### src/rtl/cheri_tbre_sweep.sv
// Tag-bit revocation engine sweep: walks 8-byte granules, loads each one and
// writes it back untagged when the revocation checker asks for the tag to be cleared.
package cheri_tbre_pkg;
  typedef struct packed {
    logic        valid;
    logic [2:0]  otype;
    logic [12:0] perms;
    logic [4:0]  exp;
    logic [8:0]  top;
    logic [8:0]  base;
  } reg_cap_t;

  localparam reg_cap_t NULL_REG_CAP = '0;
endpackage

module cheri_tbre_sweep
  import cheri_tbre_pkg::*;
(
  input  logic        clk_i,
  input  logic        rst_ni,
  input  logic        ctrl_start_i,
  input  logic        ctrl_stop_i,
  input  logic [31:0] ctrl_start_addr_i,
  input  logic [31:0] ctrl_end_addr_i,
  output logic        stat_busy_o,
  output logic        stat_done_o,
  output logic        stat_err_o,
  output logic [15:0] stat_clr_cnt_o,
  output logic        tbre_lsu_req_o,
  output logic        tbre_lsu_we_o,
  output logic [31:0] tbre_lsu_addr_o,
  output logic [31:0] tbre_lsu_wdata_o,
  output reg_cap_t    tbre_lsu_wcap_o,
  input  logic        lsu_tbre_gnt_i,
  input  logic        lsu_tbre_resp_valid_i,
  input  logic        lsu_tbre_resp_err_i,
  input  logic        lsu_resp_is_wr_i,
  input  logic [31:0] lsu_rdata_i,
  input  reg_cap_t    lsu_rcap_i,
  input  logic        tbre_trvk_en_i,
  input  logic        tbre_trvk_clrtag_i
);

  typedef enum logic [2:0] {
    IDLE, LD_REQ, LD_WAIT, CHK_WAIT, ST_REQ, ST_WAIT
  } state_e;

  state_e      state_q, state_d;
  logic [31:0] cur_q, cur_d;
  logic [32:0] end_q, end_d;
  logic        err_q, err_d;
  logic [15:0] cnt_q, cnt_d;
  logic [2:0]  tmo_q, tmo_d;
  logic        pend_q, pend_d;
  logic        ld_err_q, ld_err_d;
  logic        req_q, req_d;
  logic        we_q, we_d;
  logic [31:0] addr_q, addr_d;
  logic [31:0] wdata_q, wdata_d;
  reg_cap_t    wcap_q, wcap_d;
  logic        done_q, done_d;
  logic        busy_q, busy_d;

  logic [31:0] start_al, end_al;
  logic [32:0] next_addr;
  logic        do_adv, finish;

  assign start_al  = ctrl_start_addr_i & ~32'h7;
  assign end_al    = ctrl_end_addr_i & ~32'h7;
  assign next_addr = {1'b0, cur_q} + 33'd8;

  always_comb begin
    state_d  = state_q;
    cur_d    = cur_q;
    end_d    = end_q;
    err_d    = err_q;
    cnt_d    = cnt_q;
    tmo_d    = tmo_q;
    pend_d   = pend_q;
    ld_err_d = ld_err_q;
    wdata_d  = wdata_q;
    wcap_d   = wcap_q;
    done_d   = 1'b0;
    do_adv   = 1'b0;
    finish   = 1'b0;

    case (state_q)
      IDLE: begin
        pend_d = 1'b0;
        if (ctrl_start_i) begin
          cur_d = start_al;
          // An end of 0 means the top of the address space, so a sweep can
          // reach the last granule and terminate on wrap.
          end_d = (end_al == '0) ? 33'h1_0000_0000 : {1'b0, end_al};
          err_d = 1'b0;
          cnt_d = '0;
          if ({1'b0, start_al} < end_d) state_d = LD_REQ;
          else                          done_d  = 1'b1;
        end
      end
      LD_REQ, ST_REQ: begin
        if (lsu_tbre_gnt_i) begin
          state_d = (state_q == LD_REQ) ? LD_WAIT : ST_WAIT;
          pend_d  = ctrl_stop_i;
        end else if (ctrl_stop_i) begin
          finish = 1'b1;
        end
      end
      LD_WAIT: begin
        if (ctrl_stop_i) pend_d = 1'b1;
        if (lsu_tbre_resp_valid_i && !lsu_resp_is_wr_i) begin
          wdata_d       = lsu_rdata_i;
          wcap_d        = lsu_rcap_i;
          wcap_d.valid  = 1'b0;
          ld_err_d      = lsu_tbre_resp_err_i;
          if (lsu_tbre_resp_err_i) err_d = 1'b1;
          tmo_d = '0;
          if (pend_q || ctrl_stop_i) finish  = 1'b1;
          else                       state_d = CHK_WAIT;
        end
      end
      CHK_WAIT: begin
        if (ctrl_stop_i) begin
          finish = 1'b1;
        end else if (tbre_trvk_en_i) begin
          if (tbre_trvk_clrtag_i && !ld_err_q) state_d = ST_REQ;
          else                                 do_adv  = 1'b1;
        end else if (tmo_q == 3'd5) begin
          err_d  = 1'b1;
          do_adv = 1'b1;
        end else begin
          tmo_d = tmo_q + 3'd1;
        end
      end
      ST_WAIT: begin
        if (ctrl_stop_i) pend_d = 1'b1;
        if (lsu_tbre_resp_valid_i && lsu_resp_is_wr_i) begin
          if (lsu_tbre_resp_err_i) err_d = 1'b1;
          else if (cnt_q != '1)    cnt_d = cnt_q + 16'd1;
          if (pend_q || ctrl_stop_i) finish = 1'b1;
          else                       do_adv = 1'b1;
        end
      end
      default: state_d = IDLE;
    endcase

    if (do_adv) begin
      cur_d = next_addr[31:0];
      if (next_addr >= end_q) finish  = 1'b1;
      else                    state_d = LD_REQ;
    end
    if (finish) begin
      state_d = IDLE;
      done_d  = 1'b1;
      pend_d  = 1'b0;
    end

    req_d  = (state_d == LD_REQ) || (state_d == ST_REQ);
    we_d   = (state_d == ST_REQ);
    addr_d = req_d ? cur_d : addr_q;
    busy_d = (state_d != IDLE);
  end

  always_ff @(posedge clk_i or negedge rst_ni) begin
    if (!rst_ni) begin
      state_q  <= IDLE;
      cur_q    <= '0;
      end_q    <= '0;
      err_q    <= 1'b0;
      cnt_q    <= '0;
      tmo_q    <= '0;
      pend_q   <= 1'b0;
      ld_err_q <= 1'b0;
      req_q    <= 1'b0;
      we_q     <= 1'b0;
      addr_q   <= '0;
      wdata_q  <= '0;
      wcap_q   <= NULL_REG_CAP;
      done_q   <= 1'b0;
      busy_q   <= 1'b0;
    end else begin
      state_q  <= state_d;
      cur_q    <= cur_d;
      end_q    <= end_d;
      err_q    <= err_d;
      cnt_q    <= cnt_d;
      tmo_q    <= tmo_d;
      pend_q   <= pend_d;
      ld_err_q <= ld_err_d;
      req_q    <= req_d;
      we_q     <= we_d;
      addr_q   <= addr_d;
      wdata_q  <= wdata_d;
      wcap_q   <= wcap_d;
      done_q   <= done_d;
      busy_q   <= busy_d;
    end
  end

  assign stat_busy_o      = busy_q;
  assign stat_done_o      = done_q;
  assign stat_err_o       = err_q;
  assign stat_clr_cnt_o   = cnt_q;
  assign tbre_lsu_req_o   = req_q;
  assign tbre_lsu_we_o    = we_q;
  assign tbre_lsu_addr_o  = addr_q;
  assign tbre_lsu_wdata_o = wdata_q;
  assign tbre_lsu_wcap_o  = wcap_q;

endmodule

### config.mk
export PLATFORM = sky130hd
export DESIGN_NAME = cheri_tbre_sweep
export DESIGN_NICKNAME = d
export VERILOG_FILES = /design/src/rtl/cheri_tbre_sweep.sv
export SDC_FILE = /design/constraint.sdc
export NUM_CORES = 1
export LEC_CHECK = 0
export BUFFER_PORTS_ARGS = -buffer_cell sky130_fd_sc_hd__buf_4
export CORE_MARGIN = 5
export CORE_UTILIZATION = 30
export DETAILED_ROUTE_END_ITERATION = 7
export MAX_ROUTING_LAYER = met4
export PLACE_DENSITY_LB_ADDON = 0.12
export RECOVER_POWER = 100
export SKIP_CTS_REPAIR_TIMING = 1
export SLEW_MARGIN = 15
export SYNTH_ARGS = -nofsm -noshare
export SYNTH_HDL_FRONTEND = slang
export SYNTH_SLANG_ARGS = --single-unit
### constraint.sdc
create_clock -name clk_i -period 4.3 [get_ports clk_i]
set_input_delay 0 -clock clk_i [delete_from_list [all_inputs] [get_ports clk_i]]
set_output_delay 0 -clock clk_i [all_outputs]
set_load 0.1 [all_outputs]
# Yosys cells after proc, flatten, opt, wreduce, memory -nomap -nowiden
# Index checks and enable logic that the tools add are counted.
word_totals:
  in_bits: 146
  ff_bits: 197
  output_inout_bits: 125
  elab_cells: 124
classes:
  n_addsub: 3
  reduce_logical: 22
  n_mux: 58
  magnitude_cmp: 2
  n_eq_ne: 20
op_table:
  columns: ["operator", "count"]
  rows:
  - ["$mux 32", 3]
  - ["$mux 16", 4]
  - ["$mux 3", 16]
  - ["$add 32x4->33 const B", 1]
  - ["$ge 33x33->1", 1]
  - ["$lt 32x33->1", 1]
  - ["$mux 33", 1]
  - ["$logic_not 32->1", 1]
  - ["$pmux 16 s2", 1]
  - ["$mux 1", 27]
  - ["$ne 2x2->1 const B", 9]
  - ["$add 16x1->16 const B", 1]
  - ["$ne 16x16->1 const B", 1]
  - ["$pmux 3 s5", 1]
  - ["$eq 3x3->1 const B", 4]
  - ["$reduce_and 5->1", 2]
  - ["$pmux 1 s4", 2]
  - ["$reduce_bool 4->1", 2]
  - ["$reduce_and 7->1", 1]
  - ["$eq 3x1->1 const B", 2]
  - ["$eq 3x2->1 const B", 2]
  - ["$pmux 3 s2", 1]
  - ["$reduce_and 2->1", 2]
  - ["$reduce_bool 2->1", 2]
  - ["12 further kinds", 17]

# Logic depth before layout (Yosys ltp)
logic_depth:
  depth_word: 11
  mapped_depth: 15
  depth_no_buf: 14

# Worst setup path before layout
# No wires, ideal clock.
synth_path:
  kind: "register to register"
  from: "register cur_q[3]"
  to: "register addr_q[10], in the netlist tbre_lsu_addr_o[10]"
  required_ps: 4175
  t_arrival_ps: 3475
  path_buffers: 1
  slack_ps: 700
  setup_time_ps: 125
  period_less_slack_ps: 3600
  path_stages_with_launch: 16
  path_cell_list: "dfrtp_1 > ha_1 > nand3_1 > nor2_1 > nand3_1 > nor2_1 > xor2_1 > ha_1 > and4_1 > nor3b_1 > a211oi_1 > o22ai_1 > a211oi_4 > a31oi_4 > buf_12 > mux2_4"
synth_between:
  elab_chain_cells: 7
  elab_cells_between_ends: 11
  classes_between: "1 x add/sub; 1 x order compare; 2 x eq/ne; 6 x mux; 1 x reduce/logical"
synth_rtl:
  columns: ["element", "line_no", "rtl"]
  rows:
  - ["start, declared", "49", "logic [31:0] cur_q, cur_d;"]
  - ["start signal, assigned", "183", "cur_q <= cur_d;"]
  - ["$add 32x4->33 (*)", "70", "assign next_addr = {1'b0, cur_q} + 33'd8;"]
  - ["$ge 33x33->1", "149", "if (next_addr >= end_q) finish = 1'b1;"]
  - ["$mux 3 / $mux 1 (equally long branches)", "149", null]
  - ["$mux 3 / $mux 1 (equally long branches)", "147", "if (do_adv) begin"]
  - ["$mux 3", "152", "if (finish) begin"]
  - ["$eq 3x1->1 / $eq 3x3->1 (equally long branches)", "158", "req_d = (state_d == LD_REQ) || (state_d == ST_REQ);"]
  - ["$logic_or 1x1->1", "158", null]
  - ["end signal, assigned", "192", "addr_q <= addr_d;"]
  - ["end, declared", "58", "logic [31:0] addr_q, addr_d;"]
# Every way passes the cells marked *; elsewhere a longest branch is shown, timed or not.
# A chain may end at the register's enable or synchronous reset.

# Worst setup path in the final report
layout_path:
  from: "register cur_q[3]"
  to: "register addr_q[11], in the netlist tbre_lsu_addr_o[11]"
# Same word-level chain as after synthesis.

==> flow_summary.ini <==
[outcome]
status = finished, violations left
failed_checks = hold timing, capacitance limit, slew limit

[timing]
slew_violations = 183
period_needed_ns = 3.89
slew_headroom_pct = -89.8
worst_pin_slew_ns = 2.85
finalSetupTns_ns = 0
hold_viol = 2
rsz0062_at_grt = no
min_period_over_period_pct = 90.6
setup_violations = 0
timing.fmax_mhz = 257
timing.hold.ws_ns = -0.00430
skew_ns = 0.0119

[hold_path]
worstHoldStart = ctrl_start_addr_i[17]
min_path_type = input port to register

[pwr]
fin_total_pwr_mw = 11.8
p_leak_nw = 6.64
p_per_area_mw_per_mm2 = 839
peakVddDrop_mv = 0.713

[yosys]
avgSynthCellArea_sq_um = 9.30
yosysTopAreaCell = dfrtp_1
yosysMostFrequentCell = nand2_1
synth_common_cells = 321 x nand2_1, 194 x dfrtp_1, 66 x inv_1, 62 x ha_1
ys_types = 72
syn-num-nets = 1309
ys.flop_type = dfrtp_1
synth_edf_count = 0
syn_inst = 1101
synth.top_cell.area_share_pct = 47.4
netlist_area_sq_mm = 0.0102
synth_seq_cells = 194
ys.warnings.count = 0
synth.area.top_cells = dfrtp_1 47%, nand2_1 12%, ha_1 7.6%
seq_area_frac_synth_pct = 47.4
ys_async_sr_fraction_pct = 100

[cts]
numCtsBuffers = 17
cts-root-buf = clkbuf_16
clkSinkCount = 194
cts_tree = built
clock_path_buffers = 2
clock_latency_ns = 0.45
ctsHtreeMaxLevel = 4
clkTransAtPathRegs_ns = 0.07

[run]
maxCapViolations = 2

[finish]
finish.utilization_pct = 41.7
drive_gt1_share_pct = 14.0
nets = 1698
area_growth_pct = 36.9
final_cell_area_sq_mm = 0.0140

[die]
io_pins = 271
start_util_pct = 30.5
die-area_sq_mm = 0.0379
rows = 67
fp.dieW_microns = 195
fp.dieH_microns = 195
core_area_sq_mm = 0.0336

[routing]
drc = 0
met2_length_mm = 14.6
top_layer_used = met4
wl_per_cell_microns = 16.7
dr.pass1.iters = 4
wl_met1_mm = 15.1
finalWirelength_mm = 32.6
wl_met3_mm = 2.46
viasPerCell = 4.59
via_count = 8966
ant_nets = 0
drt_first_iter_violations = 481

[placement]
numPortBuffers = 262
hpwl_mm = 24.2
gp_congestion = 0.826
post_dp_cell_area_sq_mm = 0.0128

[critical_path]
r2r_slack_ns = 0.41
start_kind = register
critPathArrivalTime_ns = 4.22
worstPathCellList = ha_1 -> nand3_1 -> nor2_1 -> nand3_1 -> nor2_1 -> xor2_1 -> ha_1 -> and4_1 -> nor3b_1 -> a211oi_1 -> o22ai_1 -> a211oi_4 -> a31oi_4 -> buf_4 -> mux2_1
cp_data_required_time_ns = 4.62
r2r_start = cur_q[3]
path_class = register to register
crit_slowest_cell = dfrtp_1
critPathMaxStageDelay_ns = 0.43
end_kind = register
crit_start = cur_q[3]
crit_path_max_fanout = 17

[global_routing]
overflow = 0
grt_pass1_wl_mm = 50.4
grtUsageTotal_pct = 17.3
grt_max_degree = 108
grt_pass1_vias = 8693
grt_antenna_before_repair = 1
[metrics by stage]
stage,worst slack [ns],hold slack (ns),cells
6_report,0.405,-0.00430,1952
5_1_grt,0.0940,-0.00258,1952
4_1_cts,0.363,-0.302,1824
3_5_place_dp,0.397,0.192,1792
3_3_place_gp,0.441,0.187,1792
2_1_floorplan,0.700,-0.296,1101
[report_power, final]
| part | switching, mW | leakage (nW) | total, mW | internal (mW) |
|---|---|---|---|---|
| sequential | 0.532 | 2.41 | 3.15 | 2.62 |
| combinational | 5.41 | 3.91 | 6.80 | 1.39 |
| clock | 0.755 | 0.317 | 1.81 | 1.06 |
| total | 6.69 | 6.64 | 11.8 | 5.07 |
[worst paths after layout]
| check | to | cells after the start |
|---|---|---|
| worst max-delay path | tbre_lsu_addr_o[11] | 15 |
| worst min-delay path | cur_q[17] | 4 |
| worst max register to register | tbre_lsu_addr_o[11] | 15 |
| worst min register to register | tbre_lsu_wcap_o[16] | 2 |
| max in group asynchronous | tbre_lsu_addr_o[28] | 3 |
| min in group asynchronous | tbre_lsu_wdata_o[26] | 2 |
[registers in the layout, indices dropped and copies added (netlist names)]
signal / count
tbre_lsu_we_o: 1
tbre_lsu_req_o: 1
tmo_q: 3
cur_q: 32
ld_err_q: 1
tbre_lsu_wdata_o: 32
tbre_lsu_addr_o: 32
stat_busy_o: 1
end_q: 30
tbre_lsu_wcap_o: 39
stat_clr_cnt_o: 16
state_q: 3
stat_err_o: 1
pend_q: 1
stat_done_o: 1
[layout make-up]
type | instances | area, sq um
fillers | 3437 | 19600
flip-flops and latches | 194 | 4850
multi-input cells | 795 | 4750
repair buffers | 415 | 2940
well taps | 448 | 561
clock buffers | 18 | 439
inverters | 67 | 251
clock inverters | 14 | 226
diodes | 1 | 2.50
[metal layers]
layer / track usage (%) / vias up
li1: - / 4490
met1: 23.3 / 4211
met2: 25.1 / 243
met3: 6.48 / 22
met4: 3.31 / 0
met5: - / -
[cell usage in the layout, fill, tap and decap left out, types with 17 or more instances in the layout]
master,n
xor2_1,19
clkbuf_1,129
nand4_1,20
mux2_1,27
dlygate4sd3_1,127
clkbuf_16,17
buf_4,152
o21ai_0,53
nand3_1,22
inv_1,67
nor2_1,52
nand2_1,321
a21oi_1,43
xnor2_1,21
ha_1,62
dfrtp_1,194
[cells by family (layout without fill, tap and decap cells)]
logic type                 count (synthesis)  after routing  share of synthesized area (%)
and+or+nand+nor                          490            490                           21.3
DFF                                      194            194                           47.4
AOI/OAI and AO/OA                        167            167                           10.6
buffers and inverters                    112            514                           4.87
adders and majority gates                 63             63                           7.67
xor gates and xnor gates                  40             40                           3.42
muxes                                     34             34                           4.78
other                                      1              2                         0.0366
[worst max-delay path: cells and delay by family (launching register included)]
kind            cells  cell delay, ns
compound gates      4            0.86
simple gates        6            1.24
fa+ha+maj           2            0.48
buf+inv             1            0.24
flops               1            0.43
xor+xnor            1            0.18
mux                 1            0.34
Power figures use the tool's default switching activity.
